File: src/rtl/parking_keypad_tx_if.sv
// Keypad-to-controller bundle: keypad/sensor inputs and the three command channels.
interface parking_keypad_tx_if #(
  parameter int unsigned PW_BYTES = 16
);
  localparam int unsigned PwW = 8 * PW_BYTES;

  logic           key_valid;
  logic [7:0]     key_code;
  logic           ir;
  logic           exit_req;
  logic           full;
  logic [PwW-1:0] pass_entry1;
  logic           enter1;
  logic [PwW-1:0] pass_entry2;
  logic           enter2;
  logic [3:0]     exit_num;
  logic [PwW-1:0] pass_exit;
  logic           enter3;
  logic           busy;
  logic           rejected;
  logic           key_err;
  logic           timeout;

  // The front end drives the controller's command side.
  modport master (
    input  key_valid, key_code, ir, exit_req, full,
    output pass_entry1, enter1, pass_entry2, enter2, exit_num, pass_exit, enter3,
           busy, rejected, key_err, timeout
  );

  // Keypad scanner / sensors on one side, parking controller on the other.
  modport slave (
    output key_valid, key_code, ir, exit_req, full,
    input  pass_entry1, enter1, pass_entry2, enter2, exit_num, pass_exit, enter3,
           busy, rejected, key_err, timeout
  );
endinterface

File: src/rtl/parking_keypad_tx.sv
// Driver-side keypad front end: assembles ASCII keys into passwords and issues
// entry / confirm / exit commands to the parking controller.
module parking_keypad_tx #(
  parameter int unsigned PW_BYTES    = 16,
  parameter int unsigned TIMEOUT_CYC = 1000000
) (
  input logic                 clk,
  input logic                 rst_n,
  parking_keypad_tx_if.master bus
);
  localparam int unsigned PwW  = 8 * PW_BYTES;
  localparam int unsigned CntW = $clog2(PW_BYTES + 1);
  localparam int unsigned TmrW = $clog2(TIMEOUT_CYC);

  typedef enum logic [2:0] {StIdle, StEnt1, StEnt2, StExSlot, StExPass} state_e;

  state_e          state_q;
  logic            ir_q;
  logic [PwW-1:0]  pw_q;
  logic [CntW-1:0] cnt_q;
  logic [3:0]      slot_q;
  logic            slot_vld_q;
  logic [TmrW-1:0] tmr_q;
  logic [PwW-1:0]  pass1_q, pass2_q, pass3_q;
  logic [3:0]      exit_num_q;
  logic            enter1_q, enter2_q, enter3_q;
  logic            rejected_q, key_err_q, timeout_q;

  logic       ir_rise, is_print, is_enter, is_bksp, is_esc, cnt_full;
  logic       hex_ok;
  logic [3:0] hex_val;

  assign ir_rise  = bus.ir & ~ir_q;
  assign is_print = (bus.key_code >= 8'h20) && (bus.key_code <= 8'h7e);
  assign is_enter = (bus.key_code == 8'h0d);
  assign is_bksp  = (bus.key_code == 8'h08);
  assign is_esc   = (bus.key_code == 8'h1b);
  assign cnt_full = (cnt_q == CntW'(PW_BYTES));

  // Hex slot digit decode; letters map via the low nibble plus 9.
  always_comb begin
    hex_ok  = 1'b0;
    hex_val = 4'h0;
    if (bus.key_code >= 8'h30 && bus.key_code <= 8'h39) begin
      hex_ok  = 1'b1;
      hex_val = bus.key_code[3:0];
    end else if ((bus.key_code >= 8'h41 && bus.key_code <= 8'h46) ||
                 (bus.key_code >= 8'h61 && bus.key_code <= 8'h66)) begin
      hex_ok  = 1'b1;
      hex_val = bus.key_code[3:0] + 4'd9;
    end
  end

  // Sequencer: state, password buffer, idle timer and all registered outputs.
  always_ff @(posedge clk or negedge rst_n) begin
    if (!rst_n) begin
      state_q    <= StIdle;
      ir_q       <= 1'b0;
      pw_q       <= '0;
      cnt_q      <= '0;
      slot_q     <= '0;
      slot_vld_q <= 1'b0;
      tmr_q      <= '0;
      pass1_q    <= '0;
      pass2_q    <= '0;
      pass3_q    <= '0;
      exit_num_q <= '0;
      enter1_q   <= 1'b0;
      enter2_q   <= 1'b0;
      enter3_q   <= 1'b0;
      rejected_q <= 1'b0;
      key_err_q  <= 1'b0;
      timeout_q  <= 1'b0;
    end else begin
      ir_q       <= bus.ir;
      enter1_q   <= 1'b0;
      enter2_q   <= 1'b0;
      enter3_q   <= 1'b0;
      rejected_q <= 1'b0;
      key_err_q  <= 1'b0;
      timeout_q  <= 1'b0;

      // Timer is held at zero in IDLE, so every sequence starts from a fresh count.
      if (state_q == StIdle || bus.key_valid) tmr_q <= '0;
      else                                    tmr_q <= tmr_q + 1'b1;

      if (state_q == StIdle) begin
        // Entry has priority over a simultaneous exit request.
        if (ir_rise) begin
          if (bus.full) begin
            rejected_q <= 1'b1;
          end else begin
            state_q <= StEnt1;
            pw_q    <= '0;
            cnt_q   <= '0;
          end
        end else if (bus.exit_req) begin
          state_q    <= StExSlot;
          slot_q     <= '0;
          slot_vld_q <= 1'b0;
        end
      end else if (bus.key_valid) begin
        // A key arriving on the expiry cycle counts as activity, so no timeout.
        if (is_esc) begin
          state_q    <= StIdle;
          pw_q       <= '0;
          cnt_q      <= '0;
          slot_q     <= '0;
          slot_vld_q <= 1'b0;
        end else if (state_q == StExSlot) begin
          if (hex_ok) begin
            slot_q     <= hex_val;
            slot_vld_q <= 1'b1;
          end else if (is_print) begin
            key_err_q <= 1'b1;
          end else if (is_enter) begin
            if (slot_vld_q) state_q   <= StExPass;
            else            key_err_q <= 1'b1;
          end
        end else if (is_print) begin
          if (cnt_full) begin
            key_err_q <= 1'b1;
          end else begin
            pw_q  <= {pw_q[PwW-9:0], bus.key_code};
            cnt_q <= cnt_q + 1'b1;
          end
        end else if (is_bksp) begin
          pw_q <= pw_q >> 8;
          if (cnt_q != '0) cnt_q <= cnt_q - 1'b1;
        end else if (is_enter) begin
          if (cnt_q == '0) begin
            key_err_q <= 1'b1;
          end else begin
            pw_q  <= '0;
            cnt_q <= '0;
            unique case (state_q)
              StEnt1: begin
                pass1_q  <= pw_q;
                enter1_q <= 1'b1;
                state_q  <= StEnt2;
              end
              StEnt2: begin
                pass2_q  <= pw_q;
                enter2_q <= 1'b1;
                state_q  <= StIdle;
              end
              StExPass: begin
                pass3_q    <= pw_q;
                exit_num_q <= slot_q;
                enter3_q   <= 1'b1;
                state_q    <= StIdle;
                slot_vld_q <= 1'b0;
              end
              default: ;
            endcase
          end
        end
      end else if (tmr_q == TmrW'(TIMEOUT_CYC - 1)) begin
        // Abort the open sequence; previously issued command data stays visible.
        timeout_q  <= 1'b1;
        state_q    <= StIdle;
        pw_q       <= '0;
        cnt_q      <= '0;
        slot_q     <= '0;
        slot_vld_q <= 1'b0;
      end
    end
  end

  assign bus.pass_entry1 = pass1_q;
  assign bus.enter1      = enter1_q;
  assign bus.pass_entry2 = pass2_q;
  assign bus.enter2      = enter2_q;
  assign bus.exit_num    = exit_num_q;
  assign bus.pass_exit   = pass3_q;
  assign bus.enter3      = enter3_q;
  assign bus.busy        = (state_q != StIdle);
  assign bus.rejected    = rejected_q;
  assign bus.key_err     = key_err_q;
  assign bus.timeout     = timeout_q;
endmodule

File: src/flat_wrapper.sv
// flat-port wrapper written by rule: the top's interface ports become plain ports
module parking_keypad_tx_flat 
#(
  parameter int unsigned PW_BYTES    = 16,
  parameter int unsigned TIMEOUT_CYC = 1000000
)
  (clk, rst_n, bus_key_valid, bus_key_code, bus_ir, bus_exit_req, bus_full, bus_pass_entry1, bus_enter1, bus_pass_entry2, bus_enter2, bus_exit_num, bus_pass_exit, bus_enter3, bus_busy, bus_rejected, bus_key_err, bus_timeout);
  parking_keypad_tx_if #(.PW_BYTES(PW_BYTES)) bus_i ();
  input logic clk;
  input logic rst_n;
  input wire logic [$bits(bus_i.key_valid)-1:0] bus_key_valid;
  input wire logic [$bits(bus_i.key_code)-1:0] bus_key_code;
  input wire logic [$bits(bus_i.ir)-1:0] bus_ir;
  input wire logic [$bits(bus_i.exit_req)-1:0] bus_exit_req;
  input wire logic [$bits(bus_i.full)-1:0] bus_full;
  output wire logic [$bits(bus_i.pass_entry1)-1:0] bus_pass_entry1;
  output wire logic [$bits(bus_i.enter1)-1:0] bus_enter1;
  output wire logic [$bits(bus_i.pass_entry2)-1:0] bus_pass_entry2;
  output wire logic [$bits(bus_i.enter2)-1:0] bus_enter2;
  output wire logic [$bits(bus_i.exit_num)-1:0] bus_exit_num;
  output wire logic [$bits(bus_i.pass_exit)-1:0] bus_pass_exit;
  output wire logic [$bits(bus_i.enter3)-1:0] bus_enter3;
  output wire logic [$bits(bus_i.busy)-1:0] bus_busy;
  output wire logic [$bits(bus_i.rejected)-1:0] bus_rejected;
  output wire logic [$bits(bus_i.key_err)-1:0] bus_key_err;
  output wire logic [$bits(bus_i.timeout)-1:0] bus_timeout;
  assign bus_i.key_valid = bus_key_valid;
  assign bus_i.key_code = bus_key_code;
  assign bus_i.ir = bus_ir;
  assign bus_i.exit_req = bus_exit_req;
  assign bus_i.full = bus_full;
  assign bus_pass_entry1 = bus_i.pass_entry1;
  assign bus_enter1 = bus_i.enter1;
  assign bus_pass_entry2 = bus_i.pass_entry2;
  assign bus_enter2 = bus_i.enter2;
  assign bus_exit_num = bus_i.exit_num;
  assign bus_pass_exit = bus_i.pass_exit;
  assign bus_enter3 = bus_i.enter3;
  assign bus_busy = bus_i.busy;
  assign bus_rejected = bus_i.rejected;
  assign bus_key_err = bus_i.key_err;
  assign bus_timeout = bus_i.timeout;
  parking_keypad_tx #(.PW_BYTES(PW_BYTES), .TIMEOUT_CYC(TIMEOUT_CYC)) u_core (.clk(clk), .rst_n(rst_n), .bus(bus_i));
endmodule
File: config.mk
export PLATFORM = sky130hd
export DESIGN_NAME = parking_keypad_tx_flat
export DESIGN_NICKNAME = d
export VERILOG_FILES = /design/src/rtl/parking_keypad_tx_if.sv /design/src/rtl/parking_keypad_tx.sv /design/src/flat_wrapper.sv
export SDC_FILE = /design/constraint.sdc
export NUM_CORES = 1
export LEC_CHECK = 0
export BUFFER_PORTS_ARGS = -buffer_cell sky130_fd_sc_hd__clkbuf_2
export CAP_MARGIN = 15
export CORE_MARGIN = 3
export CORE_UTILIZATION = 60
export DETAILED_ROUTE_END_ITERATION = 6
export GPL_TIMING_DRIVEN = 0
export MAX_ROUTING_LAYER = met4
export PLACE_DENSITY_LB_ADDON = 0.05
export RECOVER_POWER = 50
export SLEW_MARGIN = 25
export SYNTH_ARGS = -nofsm -noshare
export SYNTH_HDL_FRONTEND = slang
export SYNTH_SLANG_ARGS = --single-unit
File: constraint.sdc
create_clock -name clk -period 6.9 [get_ports clk]
set_input_delay 1.725 -clock clk [delete_from_list [all_inputs] [get_ports clk]]
set_output_delay 1.725 -clock clk [all_outputs]
set_load 0.05 [all_outputs]
==> flow_summary.ini <==
[grt]
grt_pass1_wl_um = 104000
grt_remaining_overflow = 0
antenna_found_initial = 0
grt_max_degree = 91
grt_pass1_vias = 18200
track_usage_pct = 33.3

[yosys]
synth_area_um2 = 22800
ys_top_cells_by_count = nand2_1 (756), dfrtp_1 (556), mux2_2 (137)
seq_area_frac_synth_pct = 61.1
synth_seq_cells = 556
synth_cell_type_count = 65
ys_top_cells_by_area = dfrtp_1 (61%), nand2_1 (12%), mux2_2 (6.8%)
synth_top_area_share_pct = 61.1
avgSynthCellArea_um2 = 10.4
synthCells = 2190
synth_most_common_cell = nand2_1
synth_edf_count = 0
synth_largest_area_cell = dfrtp_1
async_flop_share_pct = 100
syn_nets = 2212
yosysWarnings = 0
synth_top_flop_cell = dfrtp_1

[die]
core_um2 = 37000
die_h_um = 201
rows = 70
die_w_um = 201
io-pin-count = 409
start_util_pct = 61.6
die_area_um2 = 40300

[drt]
drtIter0Drc = 1521
drc = 0
vias_per_cell = 5.72
num_vias = 18300
drt-total-wl_um = 65500
dr.pass1.iters = 5
ant_nets = 0
drt-wirelength-per-cell_um = 20.4

[layout]
multi_input_area_um2 = 8030
antennaDiodeCount = 0
drive_above_1_share_pct = 22.8
seq_area_um2 = 13900
stdcell_count = 3204
fillers = 2839
final_util_pct = 73.4
area_growth_syn_to_layout_pct = 19.3
fin_nets = 2683

[timing]
worst_pin_slew_ps = 3130
finalWorstSetupSlack_ps = 1910
skew_ps = 19.8
finalSetupViolCount = 0
finalMaxSlewViolations = 53
rsz0062_at_grt = no
fmax_mhz = 200
hold_viol = 0
min_period_over_period_pct = 72.4
fin_crit_ps = 4990
maxSlewHeadroom_pct = -108

[outcome]
status = finished with violations
violations = capacitance limit, slew limit

[worst_setup_path]
start_kind = input pin
critPathArrivalTime_ps = 5440
worstSetupPathType = input pin to async pin
crit_path_max_fanout = 70
required_ps = 7340
endpoint_kind = async pin

[clock_network]
cts_setup_buffers = 0
ctsHoldBuffers = 0
root_buffer = clkbuf_16
cts_made_buffers = 54
cts_resized = 0
ctsHtreeMaxLevel = 2
clkTransAtPathRegs_ps = 60
cts.sinks = 556
worstSkewPairLatency_ps = 600
cts.path.max_buffers = 3
cts_tree = yes

[placement]
pre_cts_slack_ps = 1960
hpwl_um = 46100
dp_cells = 3109
port_buffers = 408
gp_congestion = 0.889

[power]
ir_worst_vdd_mv = 0.213
power.density_nw_per_um2 = 348
total_power_mw = 9.45
leakage_nw = 14.0

[run]
maxCapViolations = 1

[worst_hold_path]
min_path_type = flip-flop to flip-flop
worst paths after layout:
check	startpoint	endpoint	slack, ps	cells past startpoint
hold reg to reg	u_core.bus.pass_entry1[61]	u_core.bus.pass_entry1[61]	460	2
setup / recovery	rst_n	u_core.bus.pass_exit[70]	1910	3
max in group clk	bus_key_code[1]	u_core.bus.pass_exit[119]	2390	10
setup reg to reg	u_core.cnt_q[1]	u_core.bus.pass_exit[119]	3700	8
hold / removal	u_core.bus.pass_entry1[61]	u_core.bus.pass_entry1[61]	460	2
min in group asynchronous	rst_n	u_core.bus.pass_entry1[25]	2150	1
cells by family after synthesis:
logic type | after synthesis | share of synthesized area, %
xor+xnor | 20 | 0.770
flops | 556 | 61.1
compound gates | 323 | 9.37
simple gates | 991 | 17.9
fa+ha+maj | 8 | 0.440
mux | 138 | 6.83
buf+inv | 154 | 3.61
metal layers:
layer	global-route usage (%)	up-vias	part of all wire, %
met3	6.05	137	8.0
met4	10.5	0	3.3
li1	-	8220	-
met1	44.7	9168	41
met2	52.3	786	48
met5	-	-	0
power by group:
part           leakage, nW  internal (mW)  total [mW]  switching, mW
clock                0.872           1.72        2.94           1.23
sequential            7.53           3.69        4.68          0.991
combinational         5.59          0.708        1.82           1.11
final cells by class:
type,count,area share (%)
plain buffers,136,2.77
clock buffers,82,5.96
clock inverters,13,0.539
inverters,18,0.249
multi-input cells,1480,29.6
flip-flops and latches,556,51.3
well taps,504,2.32
repair buffers,415,7.34
state kept, by name (all words and copies together), names as in the netlist, 3 cells and up:
name,flops
u_core.slot_q,4
u_core.cnt_q,5
u_core.pw_q,128
u_core.state_q,3
u_core.tmr_q,20
u_core.bus.exit_num,4
u_core.bus.pass_entry1,128
u_core.bus.pass_exit,128
u_core.bus.pass_entry2,128
through the flow:
step,hold slack (ps),area (um^2),setup TNS (ps)
after floorplan,455,22800,0
after global placement,448,25400,-4531700
after detailed placement,456,25600,0
after CTS,469,27400,0
after global routing,496,27100,0
final,464,27100,0
placed cells by master, fill, tap and decap left out, drive strengths merged, types with 13 or more instances in the layout:
cell and instances:
mux2 138, nand3 22, buf 99, inv 19, clkbuf 534, a22oi 119, nand2 756, o21ai 39
a21oi 136, xor2 13, nor2 162, dfrtp 556
worst max-delay path: stages:
cell and delay [ps]:
clkbuf_1 2160, buf_16 330, clkbuf_2 1140
Power figures use the tool's default switching activity.
